## src/rtl/vga_timing_pkg.sv

```systemverilog
// Shared constants and helpers for the VGA raster timing generator.
package vga_timing_pkg;

   // Default 640x480@60 horizontal timing (pixels)
   localparam int unsigned H_ACTIVE_DEF = 640;
   localparam int unsigned H_FP_DEF     = 16;
   localparam int unsigned H_SYNC_DEF   = 96;
   localparam int unsigned H_BP_DEF     = 48;

   // Default 640x480@60 vertical timing (lines)
   localparam int unsigned V_ACTIVE_DEF = 480;
   localparam int unsigned V_FP_DEF     = 10;
   localparam int unsigned V_SYNC_DEF   = 2;
   localparam int unsigned V_BP_DEF     = 33;

   // Sync levels during the pulse (0 = active-low)
   localparam logic HS_POL_DEF = 1'b0;
   localparam logic VS_POL_DEF = 1'b0;

   // Total positions on one axis
   function automatic int unsigned axis_total(input int unsigned active,
                                              input int unsigned fp,
                                              input int unsigned sync,
                                              input int unsigned bp);
      return active + fp + sync + bp;
   endfunction

   // First count inside the sync pulse
   function automatic int unsigned sync_start(input int unsigned active,
                                              input int unsigned fp);
      return active + fp;
   endfunction

endpackage

```

## src/rtl/vga_timing_core_if.sv

```systemverilog
// Pixel-strobe input and raster outputs of the timing core.
interface vga_timing_core_if #(
   parameter int unsigned CNT_W = 10
);
   logic             pix_en;
   logic [CNT_W-1:0] x;
   logic [CNT_W-1:0] y;
   logic             active;
   logic             hs;
   logic             vs;
   logic             line_start;
   logic             frame_start;

   modport master (
      input  pix_en,
      output x, y, active, hs, vs, line_start, frame_start
   );

   modport slave (
      output pix_en,
      input  x, y, active, hs, vs, line_start, frame_start
   );
endinterface

```

## src/rtl/vga_axis_counter.sv

```systemverilog
// One raster axis: wrapping counter plus registered sync decode.
module vga_axis_counter
   import vga_timing_pkg::*;
#(
   parameter int unsigned CNT_W  = 10,
   parameter int unsigned ACTIVE = H_ACTIVE_DEF,
   parameter int unsigned FP     = H_FP_DEF,
   parameter int unsigned SYNC   = H_SYNC_DEF,
   parameter int unsigned BP     = H_BP_DEF,
   parameter logic        POL    = HS_POL_DEF
) (
   input  logic             clk,
   input  logic             rst,
   input  logic             en,
   output logic [CNT_W-1:0] cnt,
   output logic             wrap,
   output logic             in_active,
   output logic             sync
);

   localparam int unsigned TOTAL = axis_total(ACTIVE, FP, SYNC, BP);
   localparam int unsigned SYNC_B = sync_start(ACTIVE, FP);
   localparam logic [CNT_W-1:0] LAST_C   = CNT_W'(TOTAL - 1);
   localparam logic [CNT_W-1:0] ACT_C    = CNT_W'(ACTIVE);
   localparam logic [CNT_W-1:0] SYNC_S_C = CNT_W'(SYNC_B);
   localparam logic [CNT_W-1:0] SYNC_E_C = CNT_W'(SYNC_B + SYNC);

   logic [CNT_W-1:0] r_cnt;
   logic             r_sync;
   logic [CNT_W-1:0] w_cnt_nxt;
   logic [CNT_W-1:0] w_cnt_after;

   // Next count and the count this edge will leave behind
   assign wrap        = (r_cnt == LAST_C);
   assign w_cnt_nxt   = wrap ? '0 : r_cnt + CNT_W'(1);
   assign w_cnt_after = en ? w_cnt_nxt : r_cnt;
   // Lookahead: position after this edge lies in the visible region
   assign in_active   = (w_cnt_after < ACT_C);

   // Counter and sync register, both decoded from the next count
   always_ff @(posedge clk) begin
      if (rst) begin
         r_cnt  <= LAST_C;
         r_sync <= ~POL;
      end else if (en) begin
         r_cnt  <= w_cnt_nxt;
         r_sync <= ((w_cnt_nxt >= SYNC_S_C) && (w_cnt_nxt < SYNC_E_C)) ? POL : ~POL;
      end
   end

   assign cnt  = r_cnt;
   assign sync = r_sync;

endmodule

```

## src/rtl/vga_timing_core.sv

```systemverilog
// Single-clock VGA raster timing generator built from two axis counters.
module vga_timing_core
   import vga_timing_pkg::*;
#(
   parameter int unsigned CNT_W    = 10,
   parameter int unsigned H_ACTIVE = H_ACTIVE_DEF,
   parameter int unsigned H_FP     = H_FP_DEF,
   parameter int unsigned H_SYNC   = H_SYNC_DEF,
   parameter int unsigned H_BP     = H_BP_DEF,
   parameter int unsigned V_ACTIVE = V_ACTIVE_DEF,
   parameter int unsigned V_FP     = V_FP_DEF,
   parameter int unsigned V_SYNC   = V_SYNC_DEF,
   parameter int unsigned V_BP     = V_BP_DEF,
   parameter logic        HS_POL   = HS_POL_DEF,
   parameter logic        VS_POL   = VS_POL_DEF
) (
   input  logic               clk,
   input  logic               rst,
   vga_timing_core_if.master  bus
);

   localparam int unsigned H_TOTAL = axis_total(H_ACTIVE, H_FP, H_SYNC, H_BP);
   localparam int unsigned V_TOTAL = axis_total(V_ACTIVE, V_FP, V_SYNC, V_BP);
   localparam longint unsigned CNT_RANGE = 64'(1) << CNT_W;

   // Reject timings that do not fit the counters or have an empty region
   if ((64'(H_TOTAL) > CNT_RANGE) || (64'(V_TOTAL) > CNT_RANGE)) begin : g_bad_width
      $error("vga_timing_core: H_TOTAL or V_TOTAL exceeds 2**CNT_W");
   end
   if ((H_ACTIVE == 0) || (H_FP == 0) || (H_SYNC == 0) || (H_BP == 0) ||
       (V_ACTIVE == 0) || (V_FP == 0) || (V_SYNC == 0) || (V_BP == 0)) begin : g_bad_zero
      $error("vga_timing_core: timing parameters must be non-zero");
   end

   logic [CNT_W-1:0] w_h_cnt;
   logic [CNT_W-1:0] w_v_cnt;
   logic             w_h_wrap;
   logic             w_v_wrap;
   logic             w_h_in_active;
   logic             w_v_in_active;
   logic             w_h_sync;
   logic             w_v_sync;
   logic             w_v_en;
   logic             r_active;
   logic             r_line_start;
   logic             r_frame_start;

   // Vertical axis steps only on the horizontal wrap edge
   assign w_v_en = bus.pix_en & w_h_wrap;

   vga_axis_counter #(
      .CNT_W (CNT_W), .ACTIVE(H_ACTIVE), .FP(H_FP),
      .SYNC  (H_SYNC), .BP(H_BP), .POL(HS_POL)
   ) u_h_axis (
      .clk       (clk),
      .rst       (rst),
      .en        (bus.pix_en),
      .cnt       (w_h_cnt),
      .wrap      (w_h_wrap),
      .in_active (w_h_in_active),
      .sync      (w_h_sync)
   );

   vga_axis_counter #(
      .CNT_W (CNT_W), .ACTIVE(V_ACTIVE), .FP(V_FP),
      .SYNC  (V_SYNC), .BP(V_BP), .POL(VS_POL)
   ) u_v_axis (
      .clk       (clk),
      .rst       (rst),
      .en        (w_v_en),
      .cnt       (w_v_cnt),
      .wrap      (w_v_wrap),
      .in_active (w_v_in_active),
      .sync      (w_v_sync)
   );

   // Raster flags registered on the same edge as the counters
   always_ff @(posedge clk) begin
      if (rst) begin
         r_active      <= 1'b0;
         r_line_start  <= 1'b0;
         r_frame_start <= 1'b0;
      end else if (bus.pix_en) begin
         r_active      <= w_h_in_active & w_v_in_active;
         r_line_start  <= w_h_wrap;
         r_frame_start <= w_h_wrap & w_v_wrap;
      end
   end

   assign bus.x           = w_h_cnt;
   assign bus.y           = w_v_cnt;
   assign bus.hs          = w_h_sync;
   assign bus.vs          = w_v_sync;
   assign bus.active      = r_active;
   assign bus.line_start  = r_line_start;
   assign bus.frame_start = r_frame_start;

endmodule

```

## src/flat_wrapper.sv

```systemverilog
// flat-port wrapper written by rule: the top's interface ports become plain ports
module vga_timing_core_flat import vga_timing_pkg::*;
#(
   parameter int unsigned CNT_W    = 10,
   parameter int unsigned H_ACTIVE = H_ACTIVE_DEF,
   parameter int unsigned H_FP     = H_FP_DEF,
   parameter int unsigned H_SYNC   = H_SYNC_DEF,
   parameter int unsigned H_BP     = H_BP_DEF,
   parameter int unsigned V_ACTIVE = V_ACTIVE_DEF,
   parameter int unsigned V_FP     = V_FP_DEF,
   parameter int unsigned V_SYNC   = V_SYNC_DEF,
   parameter int unsigned V_BP     = V_BP_DEF,
   parameter logic        HS_POL   = HS_POL_DEF,
   parameter logic        VS_POL   = VS_POL_DEF
)
  (clk, rst, bus_pix_en, bus_x, bus_y, bus_active, bus_hs, bus_vs, bus_line_start, bus_frame_start);
  vga_timing_core_if #(.CNT_W(CNT_W)) bus_i ();
  input  logic clk;
  input  logic rst;
  input wire logic [$bits(bus_i.pix_en)-1:0] bus_pix_en;
  output wire logic [$bits(bus_i.x)-1:0] bus_x;
  output wire logic [$bits(bus_i.y)-1:0] bus_y;
  output wire logic [$bits(bus_i.active)-1:0] bus_active;
  output wire logic [$bits(bus_i.hs)-1:0] bus_hs;
  output wire logic [$bits(bus_i.vs)-1:0] bus_vs;
  output wire logic [$bits(bus_i.line_start)-1:0] bus_line_start;
  output wire logic [$bits(bus_i.frame_start)-1:0] bus_frame_start;
  assign bus_i.pix_en = bus_pix_en;
  assign bus_x = bus_i.x;
  assign bus_y = bus_i.y;
  assign bus_active = bus_i.active;
  assign bus_hs = bus_i.hs;
  assign bus_vs = bus_i.vs;
  assign bus_line_start = bus_i.line_start;
  assign bus_frame_start = bus_i.frame_start;
  vga_timing_core #(.CNT_W(CNT_W), .H_ACTIVE(H_ACTIVE), .H_FP(H_FP), .H_SYNC(H_SYNC), .H_BP(H_BP), .V_ACTIVE(V_ACTIVE), .V_FP(V_FP), .V_SYNC(V_SYNC), .V_BP(V_BP), .HS_POL(HS_POL), .VS_POL(VS_POL)) u_core (.clk(clk), .rst(rst), .bus(bus_i));
endmodule
```

## config.mk

```make
export PLATFORM = sky130hd
export DESIGN_NAME = vga_timing_core_flat
export DESIGN_NICKNAME = d
export VERILOG_FILES = /design/src/rtl/vga_timing_pkg.sv /design/src/rtl/vga_timing_core_if.sv /design/src/rtl/vga_axis_counter.sv /design/src/rtl/vga_timing_core.sv /design/src/flat_wrapper.sv
export SDC_FILE = /design/constraint.sdc
export NUM_CORES = 1
export LEC_CHECK = 0
export ABC_AREA = 1
export CAP_MARGIN = 20
export CELL_PAD_IN_SITES_DETAIL_PLACEMENT = 0
export CELL_PAD_IN_SITES_GLOBAL_PLACEMENT = 1
export CORE_MARGIN = 10
export CORE_UTILIZATION = 37
export CTS_CLUSTER_SIZE = 28
export DETAILED_ROUTE_END_ITERATION = 12
export PLACE_DENSITY = 0.85
export SYNTH_ARGS = -nofsm -noshare
export SYNTH_HDL_FRONTEND = slang
export SYNTH_SLANG_ARGS = --single-unit
```

## constraint.sdc

```tcl
create_clock -name clk -period 1.9 [get_ports clk]
set_input_delay 0.285 -clock clk [delete_from_list [all_inputs] [get_ports clk]]
set_output_delay 0.285 -clock clk [all_outputs]
set_load 0.01 [all_outputs]
```

==> summary.md, run 1 <==
| Metric | Value |
|---|---|
| WL/cell | `between 10 and 15 um` |
| Top cells by area, synth | `dfxtp_1 (31%), nand2_1 (15%), nand3_1 (6.3%), inv_1 (5.6%), nor2_1 (4.2%)` |
| Worst-path clk slew | `0.08 ns` |
| Nets | `between 200 and 300` |
| RSZ-0062 raised after global routing | `false` |
| Post-synthesis sequential area ratio | `a little under a third` |
| Period utilisation layout | `91.79%` |
| Number of vias per cell | `between 4 and 5` |
| Starting Density | `39.10%` |
| Congestion Overflow GR | `0` |
| Routability Congestion | `0.8607` |
| Result of the run | `complete, no violations` |
| R2r startpoint | `u_core.u_h_axis.cnt[1]` |
| PortBufs | `27` |
| Post-synth top flop | `dfxtp_1` |
| Yosys reg bits | `25` |
| Synth-to-Final Area Change | `25.45%` |
| Crit-path cells | `ha_1 -> nand2_2 -> clkinv_1 -> nand2_4 -> nor3_4 -> nand4_1 -> nor3_2 -> nand3_1 -> o21ai_1 -> nand2_1` |
| Worst path arrival time | `1.90 ns` |
| Post-Syn Instances | `234` |
| XOR/XNOR Fraction of Synth Area | `2.741%` |
| Inst Count DP | `between 300 and 400` |
| Drt pass-1 iters | `6` |
| Row cnt | `23` |
| Crit path required time | `about 2 ns` |
| Largest area contributor in the netlist | `dfxtp_1` |
| Peak VDD IR | `0.0003100 V` |
| Antenna Nets Post-Route | `0` |
| Top cell type's share of synthesized area | `31.32%` |
| Cts hold-fix bufs | `0` |
| NetSw | `461.9 uW` |
| Sequential fraction of design power | `between 40% and 50%` |
| Worst slew pin tran | `0.4299 ns` |
| Largest net degree at the start of global routing | `14` |
| Setup TNS | `0 ns` |
| Synth warn | `0` |
| Fmax | `0.5734 GHz` |
| Syn nets | `242` |
| Top-count cell post-synth | `nand2_1` |
| Pwr Density | `672.3 mW/mm2` |
| Routed Wire Length | `just over 4000 um` |
| CTS tree | `built` |
| Number of flops mapped to enable cells by yosys | `0` |
| Final HPWL DP | `3222 um` |
| Max-Cap Viols | `0` |
| Worst Reg2Reg Path Length in Cells | `10` |
| Clock Skews | `0.001471 ns` |
| Multi-input logic area | `around 950 um2` |
| End of the worst hold path | `u_core.bus.line_start` |
| Mapped cell area | `approximately 0.0016 mm2` |
| Largest family of logic cells by synthesized area | `simple AND/OR/NAND/NOR gates` |
| Crit start category | `flop` |
| Worst R2R End | `u_core.u_v_axis.sync` |
| DRC viols | `0` |
| FF/Latch Area | `501.7 um2` |
| Placeable core region | `0.004086 mm2` |
| Max clock buf depth | `2` |
| Switch share | `34.28%` |
| Dpl cell area | `0.001953 mm2` |
| Cell family with most CP delay | `simple AND/OR/NAND/NOR gates` |
| Internal | `slightly below 900 uW` |
| Worst-skew pair later-pin latency | `about 0.27 ns` |
| Antenna violations before repair | `0` |
| # setup viols final | `0` |
| Fin. max-slew vios | `0` |
| H-tree levels | `1` |
| Final worst setup slack | `roughly 0.16 ns` |
| ANT cells | `0` |
| Die height | `85.72 um` |
| Die area | `around 0.0073 mm2` |
| Non-filler cells, final | `314` |
| Simple-gate share of the synthesized area | `42.05%` |
| Synth Area in Adders | `3.915%` |
| Clock sinks | `25` |
| CTS root buf | `clkbuf_8` |
| Synth cell count leaders | `nand2_1 (63), dfxtp_1 (25), inv_1 (24), nand3_1 (20), nor2_1 (18)` |
| Iteration-0 DRC Markers | `109` |
| Filler cell count | `about 440` |
| Async SR Flop Fraction | `0%` |
| Critical Path End Type | `flop` |
| CP bufs+invs | `1` |
| P_leak | `0.0008593 uW` |
| Clock share of power | `a little under a quarter` |
| Placement Setup Slack | `0.06052 ns` |
| Share of layout cells above drive strength 1 | `14.77%` |
| CP max-delay cell | `dfxtp_1` |
| Vias in the first global route | `1447` |
| Syn Area/Cell | `6.828 um2` |
| Count of cell types in the netlist | `34` |
| Delay of the slowest critical-path stage | `0.41 ns` |
| Final core utilization | `49.05%` |
| Boundary Pins | `28` |
| Total global-route track usage | `around 11%` |
| Reg-to-reg slack, setup | `about 0.16 ns` |
| First-pass GRT wire length | `between 7000 and 8000 um` |
| Min-Delay Path Depth | `2` |
| WS Path Type | `reg -> reg` |
| Post-synthesis mux area share | `0%` |
| Worst Hold Launch | `u_core.bus.line_start` |
| Synth Area in Compound Gates | `10.57%` |
| Final hold violation count | `0` |
| Hold crit path type | `reg -> reg` |
| Die W | `85.72 um` |
| Comb power frac | `roughly a third` |
| Final instance area | `0.002004 mm2` |
| Slew HR | `between 70 and 80%` |
| Crit path time final | `1.744 ns` |
| Vias post-DR | `1510` |
| CTS buffer count | `3` |
| Crit-path max FO | `5` |
-- logic make-up (layout without fill, tap and decap cells) --
group / after synthesis / after routing
AO/OA/AOI/OAI: 30 / 30
XOR/XNOR: 5 / 5
adder cells (fa/ha/maj): 5 / 5
buffers and inverters: 37 / 67
flip-flops: 25 / 25
AND/OR/NAND/NOR: 132 / 132
-- stage by stage --
step	power, uW	hold WS (ns)
3_5_place_dp	1048	0.4546
3_3_place_gp	1049	0.4525
2_1_floorplan	893.5	0.3847
4_1_cts	1363	0.4678
5_1_grt	1443	0.5183
6_report	1347	0.4636
-- cell type report --
type | instances | area share [%]
Clock buffer | 4 | 2.247
Inverter | 30 | 5.743
Multi-Input combinational cell | 172 | 47.50
Sequential cell | 25 | 25.03
Tap cell | 50 | 3.121
Timing Repair Buffer | 33 | 16.35
-- worst register-to-register path, delay by kind of cell (launching register included) --
| family | cells | cell delay, ns |
|---|---|---|
| and+or+nand+nor | 7 | 0.81 |
| adders and majority gates | 1 | 0.22 |
| DFF | 1 | 0.41 |
| AOI/OAI and AO/OA | 1 | 0.09 |
| buffers and inverters | 1 | 0.10 |
-- registers in the layout, indices dropped and copies added, names as in the netlist --
register / flops
u_core.bus.active: 1
u_core.bus.frame_start: 1
u_core.bus.line_start: 1
u_core.u_h_axis.cnt: 10
u_core.u_h_axis.sync: 1
u_core.u_v_axis.cnt: 10
u_core.u_v_axis.sync: 1
-- power by group through the flow --
stage / Combinational [uW] / Sequential (uW) / Clock, uW
after floorplan: 268 / 625 / 0
after global placement: 426 / 622 / 0
after detailed placement: 427 / 621 / 0
after CTS: 429 / 609 / 325
after global routing: 481 / 617 / 345
final: 426 / 610 / 311
-- placed cells by master (no fill, tap or decap), types with 2 or more instances in the layout --
| cell type | count |
|---|---|
| nand2_2 | 5 |
| o21ai_1 | 5 |
| nor2_4 | 4 |
| nor2_1 | 18 |
| clkinv_2 | 2 |
| or2_2 | 2 |
| inv_2 | 3 |
| clkdlybuf4s50_1 | 27 |
| o21ai_0 | 8 |
| nand4_1 | 6 |
| nor2_2 | 2 |
| buf_4 | 5 |
| nand3_2 | 4 |
| clkbuf_8 | 3 |
| inv_1 | 24 |
| nand2_1 | 63 |
| nor3_1 | 2 |
| ha_1 | 5 |
| o31ai_1 | 2 |
| a21oi_1 | 11 |
| dfxtp_1 | 24 |
| xor2_1 | 4 |
| nand3_1 | 20 |
| a21oi_2 | 2 |
-- worst max-delay path by stage --
stage                                start                    to  slack, ns  depth (start not counted)
floorplan           u_core.u_h_axis.cnt[0]  u_core.u_v_axis.sync       0.29                         10
global placement                bus_pix_en  u_core.u_v_axis.sync       0.13                          8
detailed placement              bus_pix_en  u_core.u_v_axis.sync       0.06                          8
CTS                 u_core.u_h_axis.cnt[1]     u_core.bus.active       0.17                         11
global route        u_core.u_h_axis.cnt[1]     u_core.bus.active     0.0002                         11
finish              u_core.u_h_axis.cnt[1]  u_core.u_v_axis.sync       0.16                         10
-- repair_timing --
action,CTS,global route
buffers inserted,0,0
setup endpoints to repair,0,1
endpoints found under the hold margin,0,0
resized for setup,0,2
-- metal layers --
metal,track usage (%),up-vias,part of all wire (%)
met5,0,-,0
met4,3.593,0,1.2
met3,3.311,5,6.4
met2,17.51,24,44
met1,14.95,672,49
li1,-,809,-
Note: power is estimated with default switching activity, not from simulation.
==> run 2, diff against run 1 <==
--- a/config.mk
+++ b/config.mk
@@ -14,6 +14,7 @@
 export CTS_CLUSTER_SIZE = 28
 export DETAILED_ROUTE_END_ITERATION = 12
 export PLACE_DENSITY = 0.85
+export SLEW_MARGIN = 20
 export SYNTH_ARGS = -nofsm -noshare
 export SYNTH_HDL_FRONTEND = slang
 export SYNTH_SLANG_ARGS = --single-unit
==> results of run 2 <==
Same layout as run 1: the final DEF is identical, and so are final timing and power.
==> run 3, diff against run 2 <==
--- a/config.mk
+++ b/config.mk
@@ -7,13 +7,13 @@
 export LEC_CHECK = 0
 export ABC_AREA = 1
 export CAP_MARGIN = 20
-export CELL_PAD_IN_SITES_DETAIL_PLACEMENT = 0
-export CELL_PAD_IN_SITES_GLOBAL_PLACEMENT = 1
+export CELL_PAD_IN_SITES_DETAIL_PLACEMENT = 2
+export CELL_PAD_IN_SITES_GLOBAL_PLACEMENT = 2
 export CORE_MARGIN = 10
-export CORE_UTILIZATION = 37
+export CORE_UTILIZATION = 28
 export CTS_CLUSTER_SIZE = 28
 export DETAILED_ROUTE_END_ITERATION = 12
-export PLACE_DENSITY = 0.85
+export PLACE_DENSITY = 0.83
 export SLEW_MARGIN = 20
 export SYNTH_ARGS = -nofsm -noshare
 export SYNTH_HDL_FRONTEND = slang
==> run 3 against run 2 <==
Compared with the run above: fmax decreased by 0.23%; final area increased by 2.1%; sequential cell count unchanged; cell count increased by 8.0%; critical path type unchanged; worst setup slack got worse by 0.0040 ns; critical path depth unchanged.
==> summary.md, run 3 (synthesis results as in run 1) <==
| Metric | Value |
|---|---|
| Worst-path clk slew | `0.09 ns` |
| Peak VDD IR | `around 0.00032 V` |
| Number of vias per cell | `4.900` |
| First-pass GRT wire length | `slightly above 9000 um` |
| Synth-to-Final Area Change | `28.11%` |
| Period utilisation layout | `92.00%` |
| CTS buffer count | `3` |
| P_leak | `0.0008731 uW` |
| Worst-skew pair later-pin latency | `0.28 ns` |
| CTS root buf | `clkbuf_8` |
| Crit-path max FO | `5` |
| Comb power frac | `32.4%` |
| Boundary Pins | `28` |
| Crit path required time | `2.08 ns` |
| Commonest non-fill, non-tap cell in the layout | `nand2_1` |
| Row cnt | `27` |
| Dpl cell area | `0.001983 mm2` |
| Placement Setup Slack | `-0.01324 ns` |
| Antenna Nets Post-Route | `0` |
| Final HPWL DP | `4356 um` |
| Iteration-0 DRC Markers | `60` |
| Die area | `~0.0091 mm2` |
| Routed Wire Length | `about 5400 um` |
| Fmax | `0.5721 GHz` |
| Routability Congestion | `between 0.7 and 0.8` |
| CTS tree | `built` |
| ANT cells | `0` |
| DRC viols | `0` |
| RSZ-0062 raised after global routing | `false` |
| Die height | `95.54 um` |
| Clock Skews | `~0.0016 ns` |
| Critical Path End Type | `flop` |
| Final worst setup slack | `approximately 0.15 ns` |
| Vias post-DR | `1661` |
| Clock share of power | `24.1%` |
| Starting Density | `just under 30%` |
| Congestion Overflow GR | `0` |
| Clock sinks | `25` |
| NetSw | `between 500 and 600 uW` |
| Share of layout cells above drive strength 1 | `16.85%` |
| Final hold violation count | `0` |
| Worst hold margin | `0.4689 ns` |
| Fin. max-slew vios | `0` |
| H-tree levels | `1` |
| Drt pass-1 iters | `4` |
| Power Total | `1403 uW` |
| Placeable core region | `0.005507 mm2` |
| Result of the run | `complete, no violations` |
| Cts hold-fix bufs | `0` |
| Worst slew pin tran | `between 0.4 and 0.5 ns` |
| Vias in the first global route | `1800` |
| Antenna violations before repair | `0` |
| Crit path time final | `1.748 ns` |
| Nets | `276` |
| Crit start category | `flop` |
| Die W | `between 90 and 100 um` |
| Max-Cap Viols | `0` |
| Most frequent cells in the layout | `nand2_1 (63), clkdlybuf4s50_1 (27), inv_1 (24), dfxtp_1 (23), nand3_1 (19)` |
| # setup viols final | `0` |
| Setup TNS | `0 ns` |
| Slew HR | `69.66%` |
| PortBufs | `27` |
| Filler cell count | `663` |
| Switch share | `a little over a third` |
| Largest net degree at the start of global routing | `14` |
| Worst path arrival time | `around 1.9 ns` |
| Pwr Density | `685.6 mW/mm2` |
| WS Path Type | `reg -> reg` |
| WL/cell | `15.94 um` |
| Total global-route track usage | `12.54%` |
| Max clock buf depth | `2` |
| Sequential fraction of design power | `between 40% and 50%` |
| Final instance area | `0.002047 mm2` |
| Hold crit path type | `reg -> reg` |
| Internal | `a little under 900 uW` |
-- run 3: path summary, 6_finish.rpt --
kind	from	to	slack, ns	cells after the start
min reg2reg	u_core.bus.frame_start	u_core.bus.frame_start	0.47	2
max	u_core.u_h_axis.cnt[0]	u_core.bus.active	0.15	10
min	u_core.bus.frame_start	u_core.bus.frame_start	0.47	2
max reg2reg	u_core.u_h_axis.cnt[0]	u_core.bus.active	0.15	10
-- run 3: layout make-up --
cell class	count	area, um2	area share [%]
multi-input combinational	172	955.9	46.70
sequential	25	503.0	24.57
inverter	30	115.1	5.623
clock buffer	4	45.04	2.200
tap	72	90.09	4.401
timing repair buffer	36	337.8	16.50
-- run 3: layer usage --
metal,GRT usage (%),vias up,wire (um)
li1,-,821,-
met1,15.63,817,2532
met2,21.11,18,2639
met4,5.160,0,76
met3,1.728,5,157
met5,0,-,0
-- run 3: what timing repair did --
action	4_1_cts	5_1_grt
gates resized for setup	0	4
endpoints found under the hold margin	0	0
buffers inserted	0	1
setup endpoints to repair	0	2
-- run 3: worst max-delay path, cell delays in order (launching register included) --
cell and delay (ns):
dfxtp_2 0.38, ha_1 0.20, nand2_2 0.10, nor2_1 0.25, nand2_1 0.10, nand2_1 0.10
nand4_1 0.16, nand3_1 0.14, nand2_1 0.07, nand3_1 0.10, a21oi_2 0.05
-- run 3: per-stage QoR --
stage	cells	util (%)
floorplan	234	-
global placement	334	36.01
detailed placement	334	36.01
CTS	338	36.83
global route	339	37.17
finish	339	37.17
-- run 3: power by group through the flow --
| stage | Clock, uW | Combinational [uW] | Sequential, uW |
|---|---|---|---|
| final | 338 | 455 | 611 |
| after global routing | 373 | 509 | 620 |
| after CTS | 352 | 458 | 611 |
| after detailed placement | 0 | 455 | 623 |
| after global placement | 0 | 437 | 621 |
| after floorplan | 0 | 268 | 625 |
